<file path="src/rtl/gate_preact_mac.sv">
// gate_preact_mac: serial MAC producing one Q(QN).(QM) gate pre-activation, sum(w*x)+b, held under valid/ready.
// Optional feature: define GATE_PREACT_SAT_EN to saturate the result instead of wrapping it.
module gate_preact_mac #(
    parameter int QN    = 6,
    parameter int QM    = 11,
    parameter int NELEM = 32
) (
    input  logic             clk,
    input  logic             reset,
    input  logic             in_valid,
    output logic             in_ready,
    input  logic [QN+QM:0]   weight,
    input  logic [QN+QM:0]   data,
    input  logic [QN+QM:0]   bias,
    output logic             out_valid,
    input  logic             out_ready,
    output logic [QN+QM:0]   result
);
    localparam int W    = QN + QM + 1;
    localparam int CW   = NELEM > 1 ? $clog2(NELEM) : 1;
    localparam int ACCW = 2 * W + $clog2(NELEM) + 1;

    typedef enum logic [1:0] {ACCUM, FINAL, OUT} state_t;

    state_t                 state, state_nxt;
    logic [CW-1:0]          count;
    logic signed [2*W-1:0]  prod;
    logic signed [ACCW-1:0] acc, prod_ext, sum, scaled;
    logic [W-1:0]           bias_q, result_nxt;
    logic                   xfer, last;

    assign prod     = $signed(weight) * $signed(data);
    assign prod_ext = {{(ACCW-2*W){prod[2*W-1]}}, prod};
    assign sum      = acc + ({{(ACCW-W){bias_q[W-1]}}, bias_q} << QM);
    assign scaled   = sum >>> QM;
    assign xfer     = in_valid && in_ready;
    assign last     = count == CW'(NELEM - 1);

`ifdef GATE_PREACT_SAT_EN
    logic ovf_pos, ovf_neg;
    assign ovf_pos    = !scaled[ACCW-1] && |scaled[ACCW-2:W-1];
    assign ovf_neg    = scaled[ACCW-1] && !(&scaled[ACCW-2:W-1]);
    assign result_nxt = ovf_pos ? {1'b0, {(W-1){1'b1}}} :
                        ovf_neg ? {1'b1, {(W-1){1'b0}}} : W'(scaled);
`else
    assign result_nxt = W'(scaled);
`endif

    // State register; reset aborts any frame in flight.
    always_ff @(posedge clk or negedge reset) begin
        if (!reset) state <= ACCUM;
        else        state <= state_nxt;
    end

    // Next state and handshake outputs; in_ready is forced low while reset is held.
    always_comb begin
        in_ready  = reset && state == ACCUM;
        out_valid = state == OUT;
        state_nxt = state == ACCUM ? (xfer && last ? FINAL : ACCUM) :
                    state == FINAL ? OUT :
                    (out_ready ? ACCUM : OUT);
    end

    // Accumulate beats (first beat of a frame reloads acc and bias), then scale once in FINAL.
    always_ff @(posedge clk or negedge reset) begin
        if (!reset) begin
            count  <= '0;
            acc    <= '0;
            bias_q <= '0;
            result <= '0;
        end else begin
            if (xfer) begin
                acc    <= count == '0 ? prod_ext : acc + prod_ext;
                bias_q <= count == '0 ? bias : bias_q;
                count  <= last ? '0 : count + CW'(1);
            end
            if (state == FINAL) result <= result_nxt;
        end
    end
endmodule

</file>
<file path="config.mk">
export PLATFORM = sky130hd
export DESIGN_NAME = gate_preact_mac
export DESIGN_NICKNAME = d
export VERILOG_FILES = /design/src/rtl/gate_preact_mac.sv
export SDC_FILE = /design/constraint.sdc
export NUM_CORES = 1
export LEC_CHECK = 0
export CAP_MARGIN = 20
export CORE_MARGIN = 2
export CORE_UTILIZATION = 45
export CTS_BUF_LIST = sky130_fd_sc_hd__clkbuf_8 sky130_fd_sc_hd__clkbuf_16
export CTS_CLUSTER_SIZE = 24
export DETAILED_ROUTE_END_ITERATION = 16
export DONT_BUFFER_PORTS = 1
export SLEW_MARGIN = 20
export SYNTH_ARGS = -nofsm -noshare
export SYNTH_HDL_FRONTEND = slang
export SYNTH_SLANG_ARGS = --single-unit
</file>
<file path="constraint.sdc">
create_clock -name clk -period 8.7 [get_ports clk]
set_input_delay 1.305 -clock clk [delete_from_list [all_inputs] [get_ports clk]]
set_output_delay 1.305 -clock clk [all_outputs]
set_load 0.005 [all_outputs]
</file>
# Word level (Yosys, flattened, before mapping)
# Cells that the tools add are included.
dict set report op_classes {
  shifts 0
  n_mux 6
  multipliers 1
  reduce_logical 6
  addsub 3
  eq_ne 3
  n_div 0
  order_cmp 0
  n_bitwise 0
}
# op count
set op_table {}
lappend op_table {{adder 42 x 36 -> 42 bit} 1}
lappend op_table {{two-way mux 42 bit} 1}
lappend op_table {{multiplier 18 x 18 -> 36 bit} 1}
lappend op_table {{adder 29 bit} 1}
lappend op_table {{two-way mux 2 bit} 3}
lappend op_table {{adder 5 x 1 -> 5 bit (second input constant)} 1}
lappend op_table {{equality test 5 bit (second input constant)} 1}
lappend op_table {{logical NOT 5 bit} 1}
lappend op_table {{two-way mux 5 bit} 1}
lappend op_table {{logical AND 1 bit} 3}
lappend op_table {{equality test 2 x 1 -> 1 bit (second input constant)} 1}
lappend op_table {{equality test 2 bit (second input constant)} 1}
lappend op_table {{logical NOT 2 bit} 1}
lappend op_table {{AND reduction 2 bit} 1}
lappend op_table {{two-way mux 1 bit} 1}
dict set report totals {
  elab_cells 24
  n_memories 0
  ramBits 0
  romBits 0
  register_bits 85
  input_bits 58
  latch_bits 0
}

# Depth between registers and ports, before layout
dict set report depth {
  ltp_word 6
  mapped_depth 34
  mapped_depth_nobuf 33
}

# Worst setup path before layout
# No wires, ideal clock.
dict set report synth_timing {
  kind {input to register}
  from {input port data[11]}
  to {register acc[28]}
  stages 30
  t_required_ns 8.628
  setup_slack_ns -0.080
  t_arrival_ns 8.708
  cell_sequence {clkbuf_1 buf_1 nand2_1 fa_1 inv_1 fa_1 inv_1 fa_1 inv_1 fa_1 fa_1 inv_1 fa_1 inv_1 ha_1 and2_1 nor4_1 a21o_1 a211oi_1 o41a_1 a21oi_1 ha_1 nand2_1 nor3_1 nand3_1 o21ai_0 a211oi_1 or3b_2 a21oi_1 nand4b_1}
}
dict set report synth_between {
  elab_chain_len 3
}
# element line
set synth_lines {}
lappend synth_lines {{start, declared} 13} ;# input logic [QN+QM:0] data,
lappend synth_lines {{multiplier 18 x 18 -> 36 bit (*)} 32} ;# assign prod = $signed(weight) * $signed(data);
lappend synth_lines {{adder 42 x 36 -> 42 bit} 73} ;# acc <= count == '0 ? prod_ext : acc + prod_ext;
lappend synth_lines {{two-way mux 42 bit (*)} 73}
lappend synth_lines {{end signal, assigned} 73}
lappend synth_lines {{end, declared} 28} ;# logic signed [ACCW-1:0] acc, prod_ext, sum, scaled;
# Mark *: on every way between the ends. The rest lies on a longest branch, timed or not.
# A chain may end at the register's enable or synchronous reset.

# Worst setup path after layout
dict set report layout_timing {
  from {input port weight[8]}
  to {register acc[27]}
}
dict set report layout_between {
  elab_chain_len 3
}
# element line
set layout_lines {}
lappend layout_lines {{start, declared} 12} ;# input logic [QN+QM:0] weight,
lappend layout_lines {{multiplier 18 x 18 -> 36 bit (*)} 32}
lappend layout_lines {{adder 42 x 36 -> 42 bit} 73}
lappend layout_lines {{two-way mux 42 bit (*)} 73}
# Marked as above.

==> metrics.cfg <==
[critical_path]
worst_ep_arrival_time_ps=8430
critPathLaunchType=primary input
crit_top_cell=fa_1
end_kind=flip-flop
cp_slowest_cell=fa_1
slowest_delay_ps=550
critPathKind=in -> reg
required_ps=8930
critPathMaxFanout=18

[sta]
tightestPinTransition_ps=695.9
fin_crit_ps=8207
fin_worst_skew_ps=6.257
slew_violations=0
finalSetupTns_ps=0
grt_setup_unrepaired=no
hold_viol=0
setup_viol=0
min_period_over_period_pct=94.34
fmax_ghz=0.1218
slew_headroom_pct=53.50

[placement]
portBuffers=0
routabilityCongestion=0.8303
hpwl_um=27560

[global_routing]
grt_max_degree=75
grt_overflow=0
track_usage_pct=20.23
grt_pass1_wl_um=57830
antenna_found_initial=0
grt_pass1_vias=11470

[cts]
clockRootBuffer=clkbuf_16
cts_resized=0
clkTransAtPathRegs_ps=60
cts_hold_buf=0
cts_tree=yes
cts_buffer_depth=2
cts_buffers=9
htree_levels=3
worstSkewPairLatency_ps=340
cts.sinks=72
postCtsSetupRepairBufs=0

[routing]
wirelength_um=34210
vias=11110
drc=0
wl_per_cell_um=15.85
via_per_inst=5.145
drt_pass1_iterations=5
first_iter_violations=547
ant_nets=0

[synth]
netlist_area_um2=15280
synth_seq_cells=72
synth_edf_count=0
syn_avg_cell_area_um2=8.746
synth_nets=2206
yosys_warnings=0
synthArstFlopShare_pct=100.0
ys_types=66
synth_cells=1747
seq_area_frac_synth_pct=11.79
synth_ff_type=dfrtp_1

[finish]
area_growth_pct=4.472
fill_cells=3232
n_antenna_cell=0
multi_input_area_um2=12000
layout_common_cells=341 x inv_1, 267 x fa_1, 230 x nand2_1
layout.cells.most_common=inv_1
seq_area_um2=1802
fin_nets=2166
drive_above_1_share_pct=2.279

[die]
placementRows=67
io_pins=78
die_x_um=188.3
die_h_um=188.3
dieArea_um2=35440
initial_core_util_pct=45.68
core_area_um2=33450

[outcome]
status=complete, no violations

[hold_path]
min_path_type=reg -> reg

[job]
max_cap_violations=0

cell families after synthesis:
family                     synth area share, %
AOI/OAI and AO/OA                        10.02
xor gates and xnor gates                 4.095
adders and majority gates                45.96
buffers and inverters                    9.811
DFF                                      11.79
muxes                                   0.3439
and+or+nand+nor                          17.98
flip-flops by register name, summed over array words and instances (netlist names):
name and count:
state 2, result 18, acc 29, count 5, bias_q 18
through the flow:
step / cells / instance area (um^2) / hold slack (ps) / util (%) / worst slack, ps
floorplan: 1747 / 15280 / 446.9 / - / 16.69
global placement: 2144 / 15680 / 463.1 / 46.88 / 270.2
detailed placement: 2144 / 15680 / 470.1 / 46.88 / 135.3
CTS: 2159 / 15950 / 477.9 / 47.70 / 441.6
global route: 2159 / 15960 / 510.8 / 47.72 / 73.22
finish: 2159 / 15960 / 477.6 / 47.72 / 492.7
path summary, 6_finish.rpt:
| kind | startpoint | to | slack [ps] | depth (start not counted) |
|---|---|---|---|---|
| setup / recovery | weight[8] | acc[27] | 490 | 27 |
| setup reg to reg | acc[0] | acc[20] | 5230 | 12 |
| min in group asynchronous | reset | bias_q[8] | 660 | 0 |
| hold / removal | state[1] | state[1] | 480 | 1 |
| max in group asynchronous | reset | count[3] | 7910 | 0 |
| hold reg to reg | state[1] | state[1] | 480 | 1 |
synth_stat cells (all sizes together) (3+ instances only):
cell type	number	share of area, %
a31oi	11	0.45
nor2	65	1.6
and2	175	7.2
mux2i	3	0.20
nand2b	13	0.53
xor2	16	0.92
a21oi	62	2.1
o31ai	6	0.29
o22a	3	0.17
buf	8	0.23
and3	9	0.37
nand3	14	0.46
a21boi	4	0.20
nor3	20	0.66
xnor2	52	3.0
a22o	4	0.23
clkbuf	50	1.2
fa	267	35
ha	134	11
or3	8	0.33
o21bai	9	0.44
or2	3	0.12
dfrtp	72	12
nor2b	9	0.37
a211oi	15	0.77
o21a	10	0.49
nand2	230	5.7
inv	340	8.4
o21ai	69	2.3
a21o	29	1.4
routing by layer:
layer,vias up,share of wire [%],routed length [um],global-route usage [%]
met1,5606,44,14900,26.72
met4,0,2.0,688,4.331
li1,5326,-,-,-
met2,139,52,17900,36.33
met5,-,0,0,0
met3,37,2.1,717,1.620
worst max-delay path, delay by kind of cell:
kind / cells / cell delay (ps)
adders and majority gates: 8 / 3790
AOI/OAI and AO/OA: 10 / 2140
buffers and inverters: 5 / 390
and+or+nand+nor: 4 / 800
area by class of cell:
type,count,share of cell area (%)
timing repair buffer,7,0.3292
clock inverter,4,0.1333
clock buffer,11,1.583
tap,448,3.512
inverter,340,7.996
multi-input combinational,1277,75.16
sequential,72,11.29
Power is left out: the tool's default activity adds up to more than one toggle a clock period on the data nets, which glitch-free logic cannot reach.
